$ cat src/rtl/gesture_pkg.sv
// gesture_pkg: shared sweep states, neutral command value, zone bounds, default geometry and output IIR helper
package gesture_pkg;
    typedef enum logic [1:0] {ST_IDLE, ST_TRACK_R, ST_TRACK_L, ST_LOCKOUT} gesture_state_t;
    localparam logic [7:0]  NEUTRAL = 8'd128;
    localparam logic [15:0] ZONE_B1 = 16'd130;
    localparam logic [15:0] ZONE_B2 = 16'd260;
    localparam logic [15:0] ZONE_B3 = 16'd390;
    localparam logic [15:0] ZONE_B4 = 16'd520;
    localparam int DEF_DEAD_Y = 341;
    localparam int DEF_MIN_Z  = 800;
    localparam int DEF_MAX_Z  = 1050;
    function automatic logic [7:0] iir(input logic [7:0] a, input logic [7:0] b);
        return 8'((9'(a) + 9'(b) + 9'd1) >> 1);
    endfunction
endpackage

$ cat src/rtl/gesture_decoder_if.sv
// gesture_decoder_if: per-frame hand coordinates in, drone command bytes and arm flag out
interface gesture_decoder_if;
    logic        frame_valid;
    logic [15:0] x1, y1, z1, x2, y2, z2;
    logic [7:0]  hover, roll, pitch;
    logic        on, cmd_valid;
    modport master (output frame_valid, x1, y1, z1, x2, y2, z2, input hover, roll, pitch, on, cmd_valid);
    modport slave  (input frame_valid, x1, y1, z1, x2, y2, z2, output hover, roll, pitch, on, cmd_valid);
endinterface

$ cat src/rtl/gesture_sweep_fsm.sv
// gesture_sweep_fsm: dead-zone sweep across five x zones arms (left to right) or disarms (right to left)
module gesture_sweep_fsm
    import gesture_pkg::*;
#(
    parameter int TIMEOUT_FRAMES = 15
) (
    input  logic           clk,
    input  logic           rst_n,
    input  logic           i_strobe,
    input  logic [2:0]     i_zone,
    input  logic           i_dz,
    output logic           o_on,
    output gesture_state_t o_state
);
    localparam int TW = $clog2(TIMEOUT_FRAMES + 1);
    gesture_state_t r_state, w_state;
    logic [2:0]     r_prog, w_prog, w_step, w_goal;
    logic [TW-1:0]  r_tmo, w_tmo, w_tmo_inc;
    logic           r_on, w_on;

    assign w_step    = r_state == ST_TRACK_R ? r_prog + 3'd1 : r_prog - 3'd1;
    assign w_goal    = r_state == ST_TRACK_R ? 3'd4 : 3'd0;
    assign w_tmo_inc = r_tmo + TW'(1);
    assign o_on      = r_on;
    assign o_state   = r_state;

    always_comb begin
        w_state = r_state;
        w_prog  = r_prog;
        w_tmo   = r_tmo;
        w_on    = r_on;
        if (i_strobe) begin
            case (r_state)
                ST_IDLE: begin
                    w_tmo = '0;
                    if (i_dz && (i_zone == 3'd0 || i_zone == 3'd4)) begin
                        w_state = i_zone == 3'd0 ? ST_TRACK_R : ST_TRACK_L;
                        w_prog  = i_zone;
                    end
                end
                ST_TRACK_R, ST_TRACK_L: begin
                    if (i_dz && i_zone == w_step) begin
                        w_prog = w_step;
                        w_tmo  = '0;
                        if (w_step == w_goal) begin
                            w_on    = r_state == ST_TRACK_R;
                            w_state = ST_LOCKOUT;
                        end
                    end else if (i_dz && i_zone == r_prog && w_tmo_inc != TW'(TIMEOUT_FRAMES))
                        w_tmo = w_tmo_inc;
                    else
                        w_state = ST_IDLE;
                end
                default: w_state = i_dz ? ST_LOCKOUT : ST_IDLE;
            endcase
        end
    end

    always_ff @(posedge clk or negedge rst_n) begin
        if (!rst_n) begin
            r_state <= ST_IDLE;
            r_prog  <= '0;
            r_tmo   <= '0;
            r_on    <= 1'b0;
        end else begin
            r_state <= w_state;
            r_prog  <= w_prog;
            r_tmo   <= w_tmo;
            r_on    <= w_on;
        end
    end
endmodule

$ cat src/rtl/gesture_decoder.sv
// gesture_decoder: Kinect hands to hover/roll/pitch/on in two stages; GESTURE_DECODER_SMOOTH_EN adds a 2-tap output IIR
module gesture_decoder
    import gesture_pkg::*;
#(
    parameter int DEAD_Y         = DEF_DEAD_Y,
    parameter int ROLL_CENTER    = 487,
    parameter int MIN_Z          = DEF_MIN_Z,
    parameter int MAX_Z          = DEF_MAX_Z,
    parameter int TIMEOUT_FRAMES = 15
) (
    input logic              vclock,
    input logic              reset_n,
    gesture_decoder_if.slave bus
);
    gesture_state_t     w_state;
    logic               w_dz_l, w_dz_r, w_sweep_dz, w_on, w_unused;
    logic [2:0]         w_zone;
    logic signed [16:0] w_dy, w_dx, w_zlo, w_zhi, w_plo, w_phi;
    logic signed [19:0] w_h4, w_r4;
    logic [7:0]         w_h1, w_r1, w_p1, w_hraw, w_rraw, w_praw, w_hover, w_roll, w_pitch;
    logic               r_v1, r_v2, r_on;
    logic [7:0]         r_hover1, r_roll1, r_pitch1, r_hover, r_roll, r_pitch;

    assign w_unused   = ^{bus.x1, w_state};
    assign w_dz_l     = bus.z1 == '0 || bus.y1 >= 16'(DEAD_Y);
    assign w_dz_r     = bus.z2 == '0 || bus.y2 >= 16'(DEAD_Y);
    assign w_sweep_dz = bus.z2 != '0 && bus.y2 >= 16'(DEAD_Y);
    assign w_zone     = bus.x2 < ZONE_B1 ? 3'd0 : bus.x2 < ZONE_B2 ? 3'd1 :
                        bus.x2 < ZONE_B3 ? 3'd2 : bus.x2 < ZONE_B4 ? 3'd3 : 3'd4;
    // 17-bit signed differences keep inputs above 0x7FFF on the saturating side
    assign w_dy  = 17'(DEAD_Y) - {1'b0, bus.y1};
    assign w_dx  = {1'b0, bus.x2} - 17'(ROLL_CENTER);
    assign w_zlo = 17'(MIN_Z) - {1'b0, bus.z2};
    assign w_zhi = {1'b0, bus.z2} - 17'(MAX_Z);
    assign w_plo = w_zlo >>> 2;
    assign w_phi = w_zhi >>> 2;
    assign w_h4  = (20'(w_dy) * 20'sd3) >>> 2;
    assign w_r4  = (20'(w_dx) * 20'sd3) >>> 2;
    assign w_h1  = w_dz_l ? 8'd0 : w_h4 > 20'sd255 ? 8'd255 : w_h4[7:0];
    assign w_r1  = w_dz_r ? NEUTRAL : w_r4 > 20'sd127 ? 8'd255 : w_r4 < -20'sd127 ? 8'd1 : w_r4[7:0] + NEUTRAL;
    assign w_p1  = w_dz_r ? NEUTRAL :
                   w_zlo > 17'sd0 ? NEUTRAL + (w_plo > 17'sd127 ? 8'd127 : w_plo[7:0]) :
                   !w_zhi[16]     ? NEUTRAL - (w_phi > 17'sd127 ? 8'd127 : w_phi[7:0]) : NEUTRAL;

    gesture_sweep_fsm #(.TIMEOUT_FRAMES(TIMEOUT_FRAMES)) u_fsm (
        .clk      (vclock),
        .rst_n    (reset_n),
        .i_strobe (bus.frame_valid),
        .i_zone   (w_zone),
        .i_dz     (w_sweep_dz),
        .o_on     (w_on),
        .o_state  (w_state)
    );

    // the FSM has already absorbed the stage-1 frame, so w_on is that frame's resulting arm state
    assign w_hraw = w_on ? r_hover1 : 8'd0;
    assign w_rraw = w_on ? r_roll1 : NEUTRAL;
    assign w_praw = w_on ? r_pitch1 : NEUTRAL;
`ifdef GESTURE_DECODER_SMOOTH_EN
    assign w_hover = r_on && !w_on ? 8'd0 : iir(r_hover, w_hraw);
    assign w_roll  = iir(r_roll, w_rraw);
    assign w_pitch = iir(r_pitch, w_praw);
`else
    assign w_hover = w_hraw;
    assign w_roll  = w_rraw;
    assign w_pitch = w_praw;
`endif

    always_ff @(posedge vclock or negedge reset_n) begin
        if (!reset_n) begin
            r_v1     <= 1'b0;
            r_v2     <= 1'b0;
            r_on     <= 1'b0;
            r_hover1 <= 8'd0;
            r_roll1  <= NEUTRAL;
            r_pitch1 <= NEUTRAL;
            r_hover  <= 8'd0;
            r_roll   <= NEUTRAL;
            r_pitch  <= NEUTRAL;
        end else begin
            r_v1 <= bus.frame_valid;
            r_v2 <= r_v1;
            if (bus.frame_valid) begin
                r_hover1 <= w_h1;
                r_roll1  <= w_r1;
                r_pitch1 <= w_p1;
            end
            if (r_v1) begin
                r_hover <= w_hover;
                r_roll  <= w_roll;
                r_pitch <= w_pitch;
                r_on    <= w_on;
            end
        end
    end

    assign bus.hover     = r_hover;
    assign bus.roll      = r_roll;
    assign bus.pitch     = r_pitch;
    assign bus.on        = r_on;
    assign bus.cmd_valid = r_v2;
endmodule

$ cat src/flat_wrapper.sv
// flat-port wrapper written by rule: the top's interface ports become plain ports
module gesture_decoder_flat import gesture_pkg::*;
#(
    parameter int DEAD_Y         = DEF_DEAD_Y,
    parameter int ROLL_CENTER    = 487,
    parameter int MIN_Z          = DEF_MIN_Z,
    parameter int MAX_Z          = DEF_MAX_Z,
    parameter int TIMEOUT_FRAMES = 15
)
  (vclock, reset_n, bus_frame_valid, bus_x1, bus_y1, bus_z1, bus_x2, bus_y2, bus_z2, bus_hover, bus_roll, bus_pitch, bus_on, bus_cmd_valid);
  gesture_decoder_if bus_i ();
  input logic vclock;
  input logic reset_n;
  input wire logic [$bits(bus_i.frame_valid)-1:0] bus_frame_valid;
  input wire logic [$bits(bus_i.x1)-1:0] bus_x1;
  input wire logic [$bits(bus_i.y1)-1:0] bus_y1;
  input wire logic [$bits(bus_i.z1)-1:0] bus_z1;
  input wire logic [$bits(bus_i.x2)-1:0] bus_x2;
  input wire logic [$bits(bus_i.y2)-1:0] bus_y2;
  input wire logic [$bits(bus_i.z2)-1:0] bus_z2;
  output wire logic [$bits(bus_i.hover)-1:0] bus_hover;
  output wire logic [$bits(bus_i.roll)-1:0] bus_roll;
  output wire logic [$bits(bus_i.pitch)-1:0] bus_pitch;
  output wire logic [$bits(bus_i.on)-1:0] bus_on;
  output wire logic [$bits(bus_i.cmd_valid)-1:0] bus_cmd_valid;
  assign bus_i.frame_valid = bus_frame_valid;
  assign bus_i.x1 = bus_x1;
  assign bus_i.y1 = bus_y1;
  assign bus_i.z1 = bus_z1;
  assign bus_i.x2 = bus_x2;
  assign bus_i.y2 = bus_y2;
  assign bus_i.z2 = bus_z2;
  assign bus_hover = bus_i.hover;
  assign bus_roll = bus_i.roll;
  assign bus_pitch = bus_i.pitch;
  assign bus_on = bus_i.on;
  assign bus_cmd_valid = bus_i.cmd_valid;
  gesture_decoder #(.DEAD_Y(DEAD_Y), .ROLL_CENTER(ROLL_CENTER), .MIN_Z(MIN_Z), .MAX_Z(MAX_Z), .TIMEOUT_FRAMES(TIMEOUT_FRAMES)) u_core (.vclock(vclock), .reset_n(reset_n), .bus(bus_i));
endmodule
$ cat config.mk
export PLATFORM = sky130hd
export DESIGN_NAME = gesture_decoder_flat
export DESIGN_NICKNAME = d
export VERILOG_FILES = /design/src/rtl/gesture_pkg.sv /design/src/rtl/gesture_decoder_if.sv /design/src/rtl/gesture_sweep_fsm.sv /design/src/rtl/gesture_decoder.sv /design/src/flat_wrapper.sv
export SDC_FILE = /design/constraint.sdc
export NUM_CORES = 1
export LEC_CHECK = 0
export BUFFER_PORTS_ARGS = -buffer_cell sky130_fd_sc_hd__buf_2
export CAP_MARGIN = 20
export CORE_MARGIN = 5
export CORE_UTILIZATION = 40
export CTS_CLUSTER_SIZE = 8
export DETAILED_ROUTE_END_ITERATION = 6
export SLEW_MARGIN = 40
export SYNTH_ARGS = -nofsm -noshare
export SYNTH_HDL_FRONTEND = slang
export SYNTH_HIERARCHICAL = 1
export SYNTH_SLANG_ARGS = --single-unit
$ cat constraint.sdc
create_clock -name vclock -period 2.4 [get_ports vclock]
set_input_delay 0 -clock vclock [delete_from_list [all_inputs] [get_ports vclock]]
set_output_delay 0 -clock vclock [all_outputs]
set_load 0.01 [all_outputs]
==> results.ini <==
[routing]
first_pass_iters = 5
drt_first_iter_violations = 407
ant_nets = 0
routed_wl_um = 21100
num_vias = 7821
drc_errors = 0
vias_per_cell = 5.40
wl_per_cell_um = 14.6

[floorplan]
die_width_um = 142
dieArea_um2 = 20300
initial_core_util_pct = 40.7
core_area_um2 = 17200
die_h_um = 142
row_count = 48
ios = 125

[layout]
final_util_pct = 63.8
fin_nets = 1397
final_area_um2 = 11000
multi_input_area_um2 = 5980
drive_gt1_share_pct = 42.6
seq_area_um2 = 1530
num-fill-cells = 1458
syn2layout_area_growth_pct = 57.0
layout.cells.non_filler = 1449
antenna_cells_inserted = 0

[sta]
setup_viol = 25
drv_slew = 0
rsz0062_at_grt = true
period_needed_ps = 3350
finalHoldViolations = 0
fin_crit_sh_pct = 140
fin_ws_ps = -953
worst_pin_slew_ps = 667
tns_ps = -14180
relSlewSlack_pct = 55.5
whs_ps = 48.7
max_freq_ghz = 0.298
skew_ps = 3.12

[power_and_ir_drop]
vdd_drop_max_v = 0.000578
power.density_nw_per_um2 = 621
p_leak_nw = 5.09

[critical_path]
arrival_ps = 3590
reg2reg_from = u_core/u_fsm/o_state[0]
crit_path_start_kind = input pin
worstSetupStartpoint = bus_x2[1]
cp_data_required_time_ps = 2640
crit_type = in -> reg
reg2reg_slack_ps = -50
timing.critical_path.to = u_core/r_roll1[2]
r2r-end = u_core/u_fsm/o_state[1]
r2r_cells = 7
crit_path_max_fanout = 8
critPathCaptureType = flop

[global_route]
grt_pass1_wl_um = 34700
met1_usage_pct = 27.0
antenna_found_initial = 0
use_met3_pct = 3.26
grt_pass1_vias = 7501
gr-usage-met2_pct = 34.8
grt_max_degree = 62
top_usage_layer = met2
gr-usage-all-layers_pct = 20.3
overflow = 0

[placed_design]
place_congestion = 0.891
placedInstanceArea_um2 = 9840
dpl.hpwl_um = 16500
port_buffers = 108
dp.cells = 1412

[hold_path]
hold_path.startpoint = bus_frame_valid
hp-class = in -> reg

[logic_synthesis]
synth.avg_cell_area_um2 = 8.09
synthesis.nets = 1044
synth_seq_cells = 61
synth_flop_cell = dfrtp_1
ys_types = 87
ys_seq_area_share_pct = 21.9
yosysWarnings = 6
synthCells = 866
syn-cell-area_um2 = 7010
synth_async_sr_flop_share_pct = 100
synth_edf_count = 0

[job]
drv_cap = 0

[status]
failed_checks = negative setup slack
status = finished, violations left

[clock_tree]
cts_tree = done
cts_buffers = 9
clkTransAtPathRegs_ps = 50
clk_path_buf_depth = 2
h-tree-depth = 3
clockRootBuffer = clkbuf_16
clk_latency_ps = 330
cts.sinks = 61

-- kinds of logic after synthesis --
logic type,synth area share [%]
AO/OA/AOI/OAI,26.7
XOR/XNOR,7.84
adder cells (fa/ha/maj),14.6
buffers and inverters,5.02
flip-flops,21.9
multiplexers,2.23
AND/OR/NAND/NOR,21.8
-- report_power, final --
part / internal, mW / total [mW] / switching, mW
Combinational: 2.22 / 4.28 / 2.05
Clock: 0.939 / 1.38 / 0.440
Sequential: 1.10 / 1.18 / 0.0815
-- cell usage in the layout, fill, tap and decap left out, types with 8 or more instances in the layout --
cell type	Yosys	final
a211oi_1	10	9
a21o_1	14	14
a21oi_1	51	38
a21oi_2	0	12
a22oi_1	10	10
a31oi_1	11	10
buf_2	2	100
buf_4	2	256
buf_6	0	12
clkbuf_16	0	9
dfrtp_1	57	56
ha_1	76	56
ha_4	0	18
inv_1	57	54
mux2i_1	10	10
nand2_1	42	41
nand2b_1	8	8
nand3_1	48	42
nand4_1	9	9
nor2_1	63	58
nor3_1	26	21
nor4_1	14	10
o211ai_1	14	14
o21a_1	16	16
o21ai_0	54	44
o21ai_1	4	9
o2bb2ai_1	8	8
or3_1	14	11
xnor2_1	37	32
xor2_1	22	19
-- how the worst min path moves through the flow --
stage	cells past startpoint	slack, ps	end
2_1_floorplan	0	-300	u_core/bus.cmd_valid
3_3_place_gp	2	40	u_core/bus.hover[0]
3_5_place_dp	2	30	u_core/bus.hover[7]
4_1_cts	2	30	u_core/r_v1
5_1_grt	2	50	u_core/r_v1
6_report	2	50	u_core/r_v1
-- per-layer routing --
metal	share of wire, %	vias to the layer above
met5	0	-
met4	1.7	0
met3	5.1	33
met2	48	170
met1	45	3665
li1	-	3953
-- final cells by class --
cell class | instances | share of cell area [%]
Multi-Input combinational cell | 714 | 54.4
Sequential cell | 61 | 13.9
Clock inverter | 3 | 0.625
Clock buffer | 13 | 2.27
Tap cell | 225 | 2.56
Timing Repair Buffer | 375 | 24.2
Inverter | 58 | 1.98
-- registers in the layout (all words and copies together), names as in the netlist --
name and count:
u_core/bus.cmd_valid 1, u_core/bus.hover 8, u_core/bus.on 1, u_core/bus.pitch 8, u_core/bus.roll 8, u_core/r_hover1 8, u_core/r_pitch1 8, u_core/r_roll1 8
u_core/r_v1 1, u_core/u_fsm/o_on 1, u_core/u_fsm/o_state 2, u_core/u_fsm/r_prog 3, u_core/u_fsm/r_tmo 4
-- cells in the mapped netlist, types with 7 or more instances --
| library cell | n | area share (%) |
|---|---|---|
| nor4_1 | 14 | 1.2 |
| xor2_1 | 22 | 2.7 |
| nor2_1 | 63 | 3.4 |
| or2_2 | 7 | 0.62 |
| o31ai_1 | 8 | 0.86 |
| dfrtp_1 | 57 | 20 |
| or3_1 | 14 | 1.2 |
| o21a_1 | 16 | 1.7 |
| ha_1 | 76 | 14 |
| nand2b_1 | 8 | 0.71 |
| o21ai_0 | 54 | 3.9 |
| a22oi_1 | 10 | 1.1 |
| nand3_1 | 48 | 3.4 |
| xnor2_1 | 37 | 4.6 |
| nand4_1 | 9 | 0.80 |
| a31oi_1 | 11 | 0.98 |
| o211ai_1 | 14 | 1.5 |
| nor3_1 | 26 | 1.9 |
| nor2b_1 | 8 | 0.71 |
| a21oi_1 | 51 | 3.6 |
| o2bb2ai_1 | 8 | 1.0 |
| nand2_1 | 42 | 2.2 |
| clkbuf_1 | 27 | 1.4 |
| a211oi_1 | 10 | 1.1 |
| inv_1 | 57 | 3.1 |
| a21o_1 | 14 | 1.5 |
| mux2i_1 | 10 | 1.4 |
-- worst max-delay path, stage by stage --
cell and delay [ps]:
buf_8 110, nand3_2 70, nor3b_4 210, nor2_2 80, or3_4 390, buf_4 170
xnor2_4 120, ha_1 310, ha_4 290, buf_4 150, nand4_1 210, a2111oi_4 400
or3_1 170, and2_4 140, nand4b_1 110, o41a_1 430, o211ai_1 220
-- per-stage QoR --
stage,setup WS (ps),power [mW]
after floorplan,-1030,3.33
after global placement,-1320,4.72
after detailed placement,-1420,4.77
after CTS,-968,6.58
after global routing,-1150,7.34
final,-953,6.83
-- repair_timing --
| item | CTS | global route |
|---|---|---|
| hold buffers | 1 | 0 |
| resized for setup | 72 | 54 |
| pin swaps | 50 | 55 |
| setup buffers | 11 | 10 |
| setup endpoints to repair | 25 | 26 |
| hold endpoints to repair | 61 | 0 |
No activity file was read; power rests on OpenSTA's default activity.
